### src/rtl/hydra_match_pkg.sv
// hydra_match_pkg: shared types and helpers for the write-side SRAM matcher
package hydra_match_pkg;
  localparam int BEST_SW = 5;
  localparam int BEST_AMT_W = 9;
  localparam int BEST_SPACE_W = 11;
  typedef enum logic [1:0] {
    MODE_STATIC = 2'd0,
    MODE_HALF = 2'd1,
    MODE_FULL = 2'd2,
    MODE_FULL_ALT = 2'd3
  } match_mode_e;
  typedef enum logic [1:0] {IDLE, SCAN, DONE, FAIL} match_state_e;
  typedef struct packed {
    logic [BEST_SW-1:0] sram;
    logic [BEST_AMT_W-1:0] amt;
    logic [BEST_SPACE_W-1:0] space;
  } best_t;
  function automatic int unsigned group_base(input int unsigned bank, input int unsigned group);
    return bank & ~(group - 1);
  endfunction
endpackage

### src/rtl/sram_scan_gen.sv
// sram_scan_gen: walks the candidate bank set for the selected policy, wrapping per mode
module sram_scan_gen
  import hydra_match_pkg::*;
#(
  parameter int NUM_SRAM = 32,
  parameter int GROUP = 4,
  localparam int SW = $clog2(NUM_SRAM)
) (
  input  logic          clk,
  input  logic          rst_n,
  input  logic [1:0]    mode,
  input  logic [SW-1:0] home,
  input  logic          start,
  input  logic          advance,
  output logic [SW-1:0] scan_sram,
  output logic [SW:0]   set_size
);
  logic [SW-1:0] off_q, off_d;
  match_mode_e m;
  assign m = match_mode_e'(mode);
  // map the offset onto a bank: fixed home, wrap inside the aligned group, or wrap over all banks
  always_comb begin
    set_size = m == MODE_STATIC ? (SW+1)'(1) : m == MODE_HALF ? (SW+1)'(GROUP) : (SW+1)'(NUM_SRAM);
    scan_sram = m == MODE_STATIC ? home :
                m == MODE_HALF ? SW'(group_base(32'(home), GROUP) + ((32'(home) + 32'(off_q)) & (GROUP - 1))) :
                home + off_q;
    off_d = start ? '0 : advance ? ((32'(off_q) + 1 == 32'(set_size)) ? '0 : off_q + 1'b1) : off_q;
  end
  // offset register, restarted whenever the matcher is not scanning
  always_ff @(posedge clk) begin
    if (!rst_n) off_q <= '0;
    else off_q <= off_d;
  end
endmodule

### src/rtl/wr_sram_matcher_param.sv
// wr_sram_matcher_param: picks a target SRAM bank per packet via sticky reuse or a registered scan
module wr_sram_matcher_param
  import hydra_match_pkg::*;
#(
  parameter int NUM_SRAM = 32,
  parameter int PORT_W = 4,
  parameter int LEN_W = 9,
  parameter int SPACE_W = 11,
  parameter int AMT_W = 9,
  parameter int GROUP = 4,
  parameter int TIMEOUT = 64,
  localparam int SW = $clog2(NUM_SRAM),
  localparam int TW = $clog2(TIMEOUT)
) (
  input  logic               clk,
  input  logic               rst_n,
  input  logic [1:0]         match_mode,
  input  logic [4:0]         match_threshold,
  input  logic [SW-1:0]      home_sram,
  input  logic               match_enable,
  input  logic [PORT_W-1:0]  new_dest_port,
  input  logic [LEN_W-1:0]   new_length,
  input  logic               viscous,
  output logic               match_suc,
  output logic               match_fail,
  output logic [SW-1:0]      matched_sram,
  output logic               scan_valid,
  output logic [SW-1:0]      scan_sram,
  input  logic               accessible,
  input  logic [SPACE_W-1:0] free_space,
  input  logic [AMT_W-1:0]   packet_amount
);
  localparam logic [TW-1:0] TMAX = TW'(TIMEOUT - 1);
  match_state_e state_q, state_d;
  logic [TW-1:0] tick_q, tick_d;
  logic find_q, find_d, find_n, probe_q, hit, better;
  best_t best_q, best_d, best_n;
  logic [SW-1:0] pbank_q, matched_q, matched_d, gen_sram, sticky_sram_q, sticky_sram_d;
  logic [SW:0] set_size;
  logic sticky_valid_q, sticky_valid_d;
  logic [PORT_W-1:0] sticky_port_q, sticky_port_d;
  logic [SPACE_W-1:0] sticky_space_q, sticky_space_d, len_ext;
  logic [31:0] eff_thr;

  assign len_ext = SPACE_W'(new_length);
  assign eff_thr = 32'(match_threshold) < 32'(set_size) ? 32'(match_threshold) : 32'(set_size);
  assign scan_valid = state_q == SCAN;
  assign match_suc = state_q == DONE;
  assign match_fail = state_q == FAIL;
  assign scan_sram = scan_valid ? gen_sram : '0;
  assign matched_sram = matched_q;

  sram_scan_gen #(.NUM_SRAM(NUM_SRAM), .GROUP(GROUP)) u_gen (
    .clk(clk),
    .rst_n(rst_n),
    .mode(match_mode),
    .home(home_sram),
    .start(state_q != SCAN),
    .advance(scan_valid),
    .scan_sram(gen_sram),
    .set_size(set_size)
  );

  // score the response to last cycle's probe against the running best
  always_comb begin
    hit = probe_q && accessible && free_space >= len_ext;
    better = !find_q || packet_amount > AMT_W'(best_q.amt) ||
             (packet_amount == AMT_W'(best_q.amt) && free_space > SPACE_W'(best_q.space));
    find_n = find_q | hit;
    best_n = (hit && better) ? best_t'{sram: BEST_SW'(pbank_q), amt: BEST_AMT_W'(packet_amount),
                                       space: BEST_SPACE_W'(free_space)} : best_q;
  end

  // next state, scan bookkeeping and sticky entry; viscous-low clear is overridden only by a scan load
  always_comb begin
    state_d = state_q;
    tick_d = tick_q;
    find_d = find_q;
    best_d = best_q;
    matched_d = matched_q;
    sticky_valid_d = viscous ? sticky_valid_q : 1'b0;
    sticky_sram_d = sticky_sram_q;
    sticky_port_d = sticky_port_q;
    sticky_space_d = sticky_space_q;
    case (state_q)
      IDLE: if (match_enable) begin
        if (sticky_valid_q && viscous && new_dest_port == sticky_port_q && sticky_space_q >= len_ext) begin
          state_d = DONE;
          matched_d = sticky_sram_q;
          sticky_space_d = sticky_space_q - len_ext;
        end else begin
          state_d = SCAN;
          tick_d = '0;
          find_d = 1'b0;
          best_d = '0;
        end
      end
      SCAN: if (!match_enable) state_d = IDLE;
      else begin
        find_d = find_n;
        best_d = best_n;
        tick_d = tick_q == TMAX ? tick_q : tick_q + 1'b1;
        if (find_n && 32'(tick_q) >= eff_thr) begin
          state_d = DONE;
          matched_d = SW'(best_n.sram);
          sticky_valid_d = 1'b1;
          sticky_sram_d = SW'(best_n.sram);
          sticky_port_d = new_dest_port;
          sticky_space_d = SPACE_W'(best_n.space) - len_ext;
        end else if (tick_q == TMAX && !find_n) state_d = FAIL;
      end
      DONE: state_d = IDLE;
      FAIL: state_d = IDLE;
    endcase
  end

  // state and pipeline registers
  always_ff @(posedge clk) begin
    if (!rst_n) begin
      state_q <= IDLE;
      tick_q <= '0;
      find_q <= 1'b0;
      best_q <= '0;
      probe_q <= 1'b0;
      pbank_q <= '0;
      matched_q <= '0;
      sticky_valid_q <= 1'b0;
      sticky_sram_q <= '0;
      sticky_port_q <= '0;
      sticky_space_q <= '0;
    end else begin
      state_q <= state_d;
      tick_q <= tick_d;
      find_q <= find_d;
      best_q <= best_d;
      probe_q <= scan_valid;
      pbank_q <= scan_sram;
      matched_q <= matched_d;
      sticky_valid_q <= sticky_valid_d;
      sticky_sram_q <= sticky_sram_d;
      sticky_port_q <= sticky_port_d;
      sticky_space_q <= sticky_space_d;
    end
  end
endmodule
### config.mk
export PLATFORM = sky130hd
export DESIGN_NAME = wr_sram_matcher_param
export DESIGN_NICKNAME = d
export VERILOG_FILES = /design/src/rtl/hydra_match_pkg.sv /design/src/rtl/sram_scan_gen.sv /design/src/rtl/wr_sram_matcher_param.sv
export SDC_FILE = /design/constraint.sdc
export NUM_CORES = 1
export LEC_CHECK = 0
export BUFFER_PORTS_ARGS = -buffer_cell sky130_fd_sc_hd__buf_4
export CORE_MARGIN = 2
export CORE_UTILIZATION = 51
export CTS_CLUSTER_SIZE = 24
export DETAILED_ROUTE_END_ITERATION = 6
export GPL_TIMING_DRIVEN = 0
export PLACE_DENSITY_LB_ADDON = 0.25
export SLEW_MARGIN = 20
export SYNTH_ARGS = -nofsm -noshare
export SYNTH_HDL_FRONTEND = slang
export SYNTH_HIERARCHICAL = 1
export SYNTH_SLANG_ARGS = --single-unit
export TNS_END_PERCENT = 10
### constraint.sdc
create_clock -name clk -period 11.7 [get_ports clk]
set_input_delay 1.17 -clock clk [delete_from_list [all_inputs] [get_ports clk]]
set_output_delay 1.17 -clock clk [all_outputs]
set_load 0.05 [all_outputs]
==> reports/qor.txt <==
================================================================================
Outcome ........................................................... complete, no violations
Critical Path Most Common Cell .................................... sky130_fd_sc_hd__ha_1
Starting density of the core ......................................        51.9%
Share of the synthesized netlist area taken by xor and xnor gates .        4.76%
Cell breakdown of the critical path ............................... buf_4 -> ha_1 -> nand4_1 -> nor3_2 -> nor3b_1 -> o2111ai_1 -> nor3b_2 -> buf_6 -> buf_8 -> mux2i_1 -> ha_1 -> fa_1 -> nand2b_1 -> a21oi_1 -> o21ai_0 -> o21bai_1 -> a211oi_1 -> xnor2_1 -> o211ai_1 -> a31oi_1
Routed length on met3 .............................................  575 microns
Worst-case clock buffer depth .....................................            2
Setup-violating endpoint count in the final report ................            0
Fmax ..............................................................      203 MHz
Shortest clock period the worst path allows after layout ..........      4.92 ns
Die Footprint .....................................................  11200 sq um
Uppermost metal layer occupied by signal nets .....................         met4
Adder-cell area share of the yosys netlist ........................        16.0%
Compound-Gate Fraction of Synth Area ..............................        19.1%
Combinational family with the most area after synthesis ........... simple AND/OR/NAND/NOR gates
Area Overhead vs Synth ............................................        16.3%
Startpoint kind of the worst setup timing path ....................    input pin
Unique cell type count in the Yosys netlist .......................           70
Port bufs .........................................................           61
Global routing usage summed across all routing layers .............        24.2%
Count of warnings emitted by yosys ................................            6
Vert. Die Dim .....................................................  106 microns
H-tree level count ................................................            3
Post-Synth Simple-Gate Area .......................................        19.7%
Min-Delay Endpoint ................................................ matched_sram[0]
Wire length the detailed router placed on met1 ....................      5.77 mm
DRC viols .........................................................            0
Final sum of negative setup slack .................................         0 ns
Leading cell type in the layout, fill and taps excluded ........... sky130_fd_sc_hd__dfxtp_1
Final period util .................................................        42.1%
Pin slew with the least headroom to its limit .....................     0.858 ns
Total of hold buffers inserted after clock tree synthesis .........            0
Largest net degree at the start of global routing .................           17
Critical Path Stages ..............................................           20
Post-Synthesis Cell Area ..........................................   5310 sq um
Max-cap viol count ................................................            0
CTS tree ..........................................................          yes
Net total in the final layout .....................................          826
Number of core rows ...............................................           37
Clock Sink Count ..................................................           71
Total via count in the routed design ..............................         4693
Async set or reset register ratio after synthesis .................           0%
Wire length of the first global-routing pass ......................      21.9 mm
Classification of the worst setup path ............................ input pin to register
Total wire length .................................................      13.0 mm
Detailed placer's ending HPWL .....................................      10.2 mm
Cell Count Post-Placement .........................................          835
Final RePlAce weighted congestion .................................        0.917
Slowest-stage cell, CP ............................................ sky130_fd_sc_hd__fa_1
Endpoint of the worst-slack reg-to-reg timing path ................ sticky_space_q[10]
Number of cells on the worst reg-to-reg path ......................           20
Total congestion overflow .........................................            0
Commonest cells after routing, fill and taps aside ................ sky130_fd_sc_hd__dfxtp_1 (71), sky130_fd_sc_hd__buf_4 (64), sky130_fd_sc_hd__ha_1 (63)
Worst min-delay path startpoint ................................... matched_sram[0]
Utilization of the core after routing .............................        60.4%
Area fraction of the dominant cell type after synthesis ...........        26.8%
Mean instance size in the synthesized netlist .....................   8.35 sq um
Clock tree skew after final layout ................................    0.0154 ns
Cell family with most CP delay .................................... compound AO/OA/AOI/OAI gates
Total I/O pin count ...............................................           63
Number of standard cells in the final layout excluding fillers ....          850
Post-DR vias/cell .................................................         5.52
Cell type contributing the most total cell area after synthesis ... sky130_fd_sc_hd__dfxtp_1
Number of setup buffers added after CTS ...........................            0
Power density over cell area ...................................... 92.1 nW/um^2
TritonRoute pass-1 iters ..........................................            5
Largest cells by area after synthesis ............................. sky130_fd_sc_hd__dfxtp_1 (27%), sky130_fd_sc_hd__ha_1 (15%), sky130_fd_sc_hd__nor2_1 (4.4%)
Peak per-stage delay on the critical path .........................      0.40 ns
Share of cell area taken by muxes after synthesis .................        6.93%
Worst min-delay path category ..................................... register to register
Kind of end point of the critical path ............................     register
Flops & latches, synth ............................................           71
Die Width .........................................................  106 microns
Slack of the worst reg-to-reg path ................................      7.32 ns
Layout cell share with drive strength beyond 1 ....................        17.2%
Worst hold path stage count .......................................            2
Initial drt markers ...............................................          247
Clock tree root buffer cell ....................................... sky130_fd_sc_hd__clkbuf_8
Setup repair after global routing missed its margin ...............        false
Post-synthesis instance total .....................................          636
Detailed-routed wire length on met2 ...............................      6.39 mm
Post-route ant nets ...............................................            0
# diodes ..........................................................            0
Number of flops mapped to enable cells by yosys ...................            0
Initial antenna violation count ...................................            0
Final hold viol count .............................................            0
Setup crit start .................................................. packet_amount[4]
Sequential cell area fraction in the yosys report .................        26.8%
Slew Limit Fails ..................................................            0
Number of global-route vias before repair .........................         4674
Worst Path Arrival ................................................      5.13 ns
Tightest hold margin ..............................................     0.455 ns
Core Area .........................................................  10200 sq um
Latest clock arrival within the worst-skew pair ...................      0.35 ns
Worst relative slew slack .........................................        42.8%
Fill cell total of the finished layout ............................          927
Max Fanout on Critical Path .......................................           10
Worst supply voltage drop on vdd ..................................      48.3 uV
Routed length per placed instance ................................. 15.3 microns
Clock-pin transition on the worst setup and hold timing paths .....      0.07 ns
Static leakage ....................................................      2.57 nW
CP Data Required Time .............................................     11.91 ns
Primary flip-flop cell chosen by synthesis mapping ................ sky130_fd_sc_hd__dfxtp_1
Total CTS buffers .................................................            9
R2R Path Start ....................................................   best_q[15]
Buffers and inverters on the worst path ...........................            3
Gates resized, CTS repair .........................................            0
================================================================================
## worst max path at each step
stage / slack [ns] / end
6_report: 6.78 / sticky_space_q[10]
5_1_grt: 6.42 / sticky_space_q[10]
4_1_cts: 6.78 / sticky_space_q[10]
3_5_place_dp: 6.42 / sticky_space_q[10]
3_3_place_gp: 6.57 / sticky_space_q[10]
2_1_floorplan: 7.18 / sticky_space_q[10]
## per-layer routing
layer / GRT usage, % / vias up
met2: 43.1 / 102
met5: 0 / -
met1: 29.7 / 2186
li1: - / 2380
met3: 3.86 / 25
met4: 8.08 / 0
## cells in the mapped netlist, drive strengths merged, types with 3 or more instances
cell / number
dfxtp: 71
ha: 63
nor2: 62
nand2: 58
inv: 47
a21oi: 43
o21ai: 29
mux2i: 24
and2: 19
xnor2: 18
buf: 14
nor3: 14
nor2b: 13
clkbuf: 12
nand3: 12
a22oi: 11
mux2: 11
a211oi: 10
nand2b: 10
xor2: 10
a211o: 8
nand4: 7
a21o: 6
o21a: 6
a31oi: 4
and3: 4
nor3b: 4
nor4: 4
o211ai: 4
fa: 3
o2111ai: 3
o21bai: 3
o221a: 3
## through the flow
step	power [mW]	worst slack [ns]	area (sq um)
global placement	0.341	6.57	5950
detailed placement	0.344	6.42	5950
CTS	0.573	6.78	6180
floorplan	0.310	7.18	5320
global route	0.593	6.42	6180
finish	0.569	6.78	6180
## sequential cells by signal, summed over array words and instances (netlist names)
| name | flops |
|---|---|
| state_q | 2 |
| sticky_space_q | 11 |
| sticky_valid_q | 1 |
| best_q | 25 |
| matched_sram | 5 |
| probe_q | 1 |
| find_q | 1 |
| pbank_q | 5 |
| tick_q | 6 |
| u_gen/off_q | 5 |
| sticky_port_q | 4 |
| sticky_sram_q | 5 |
## logic make-up after synthesis
family          after synthesis
simple gates                213
compound gates              146
buf+inv                      75
flops                        71
fa+ha+maj                    66
mux                          35
xor+xnor                     28
other cells                   2
## layout make-up
type | instances | area (sq um) | share of cell area, %
Tap cell | 136 | 170 | 2.76
Inverter | 48 | 180 | 2.92
Buffer | 27 | 174 | 2.82
Clock buffer | 12 | 165 | 2.67
Timing Repair Buffer | 61 | 458 | 7.41
Multi-Input combinational cell | 492 | 3540 | 57.4
Sequential cell | 71 | 1420 | 23.0
Clock inverter | 3 | 65.1 | 1.05
## worst min-delay path, delay by kind of cell (launching register included)
family	cells	cell delay, ns
flops	1	0.31
simple gates	1	0.05
compound gates	1	0.05
## power breakdown
| group | switching [mW] | leakage (nW) | internal, mW |
|---|---|---|---|
| Sequential | 0.00106 | 0.573 | 0.243 |
| Combinational | 0.0531 | 1.88 | 0.0422 |
| Clock | 0.0937 | 0.118 | 0.136 |
| Total | 0.148 | 2.57 | 0.421 |
Note: power is estimated with default switching activity, not from simulation.
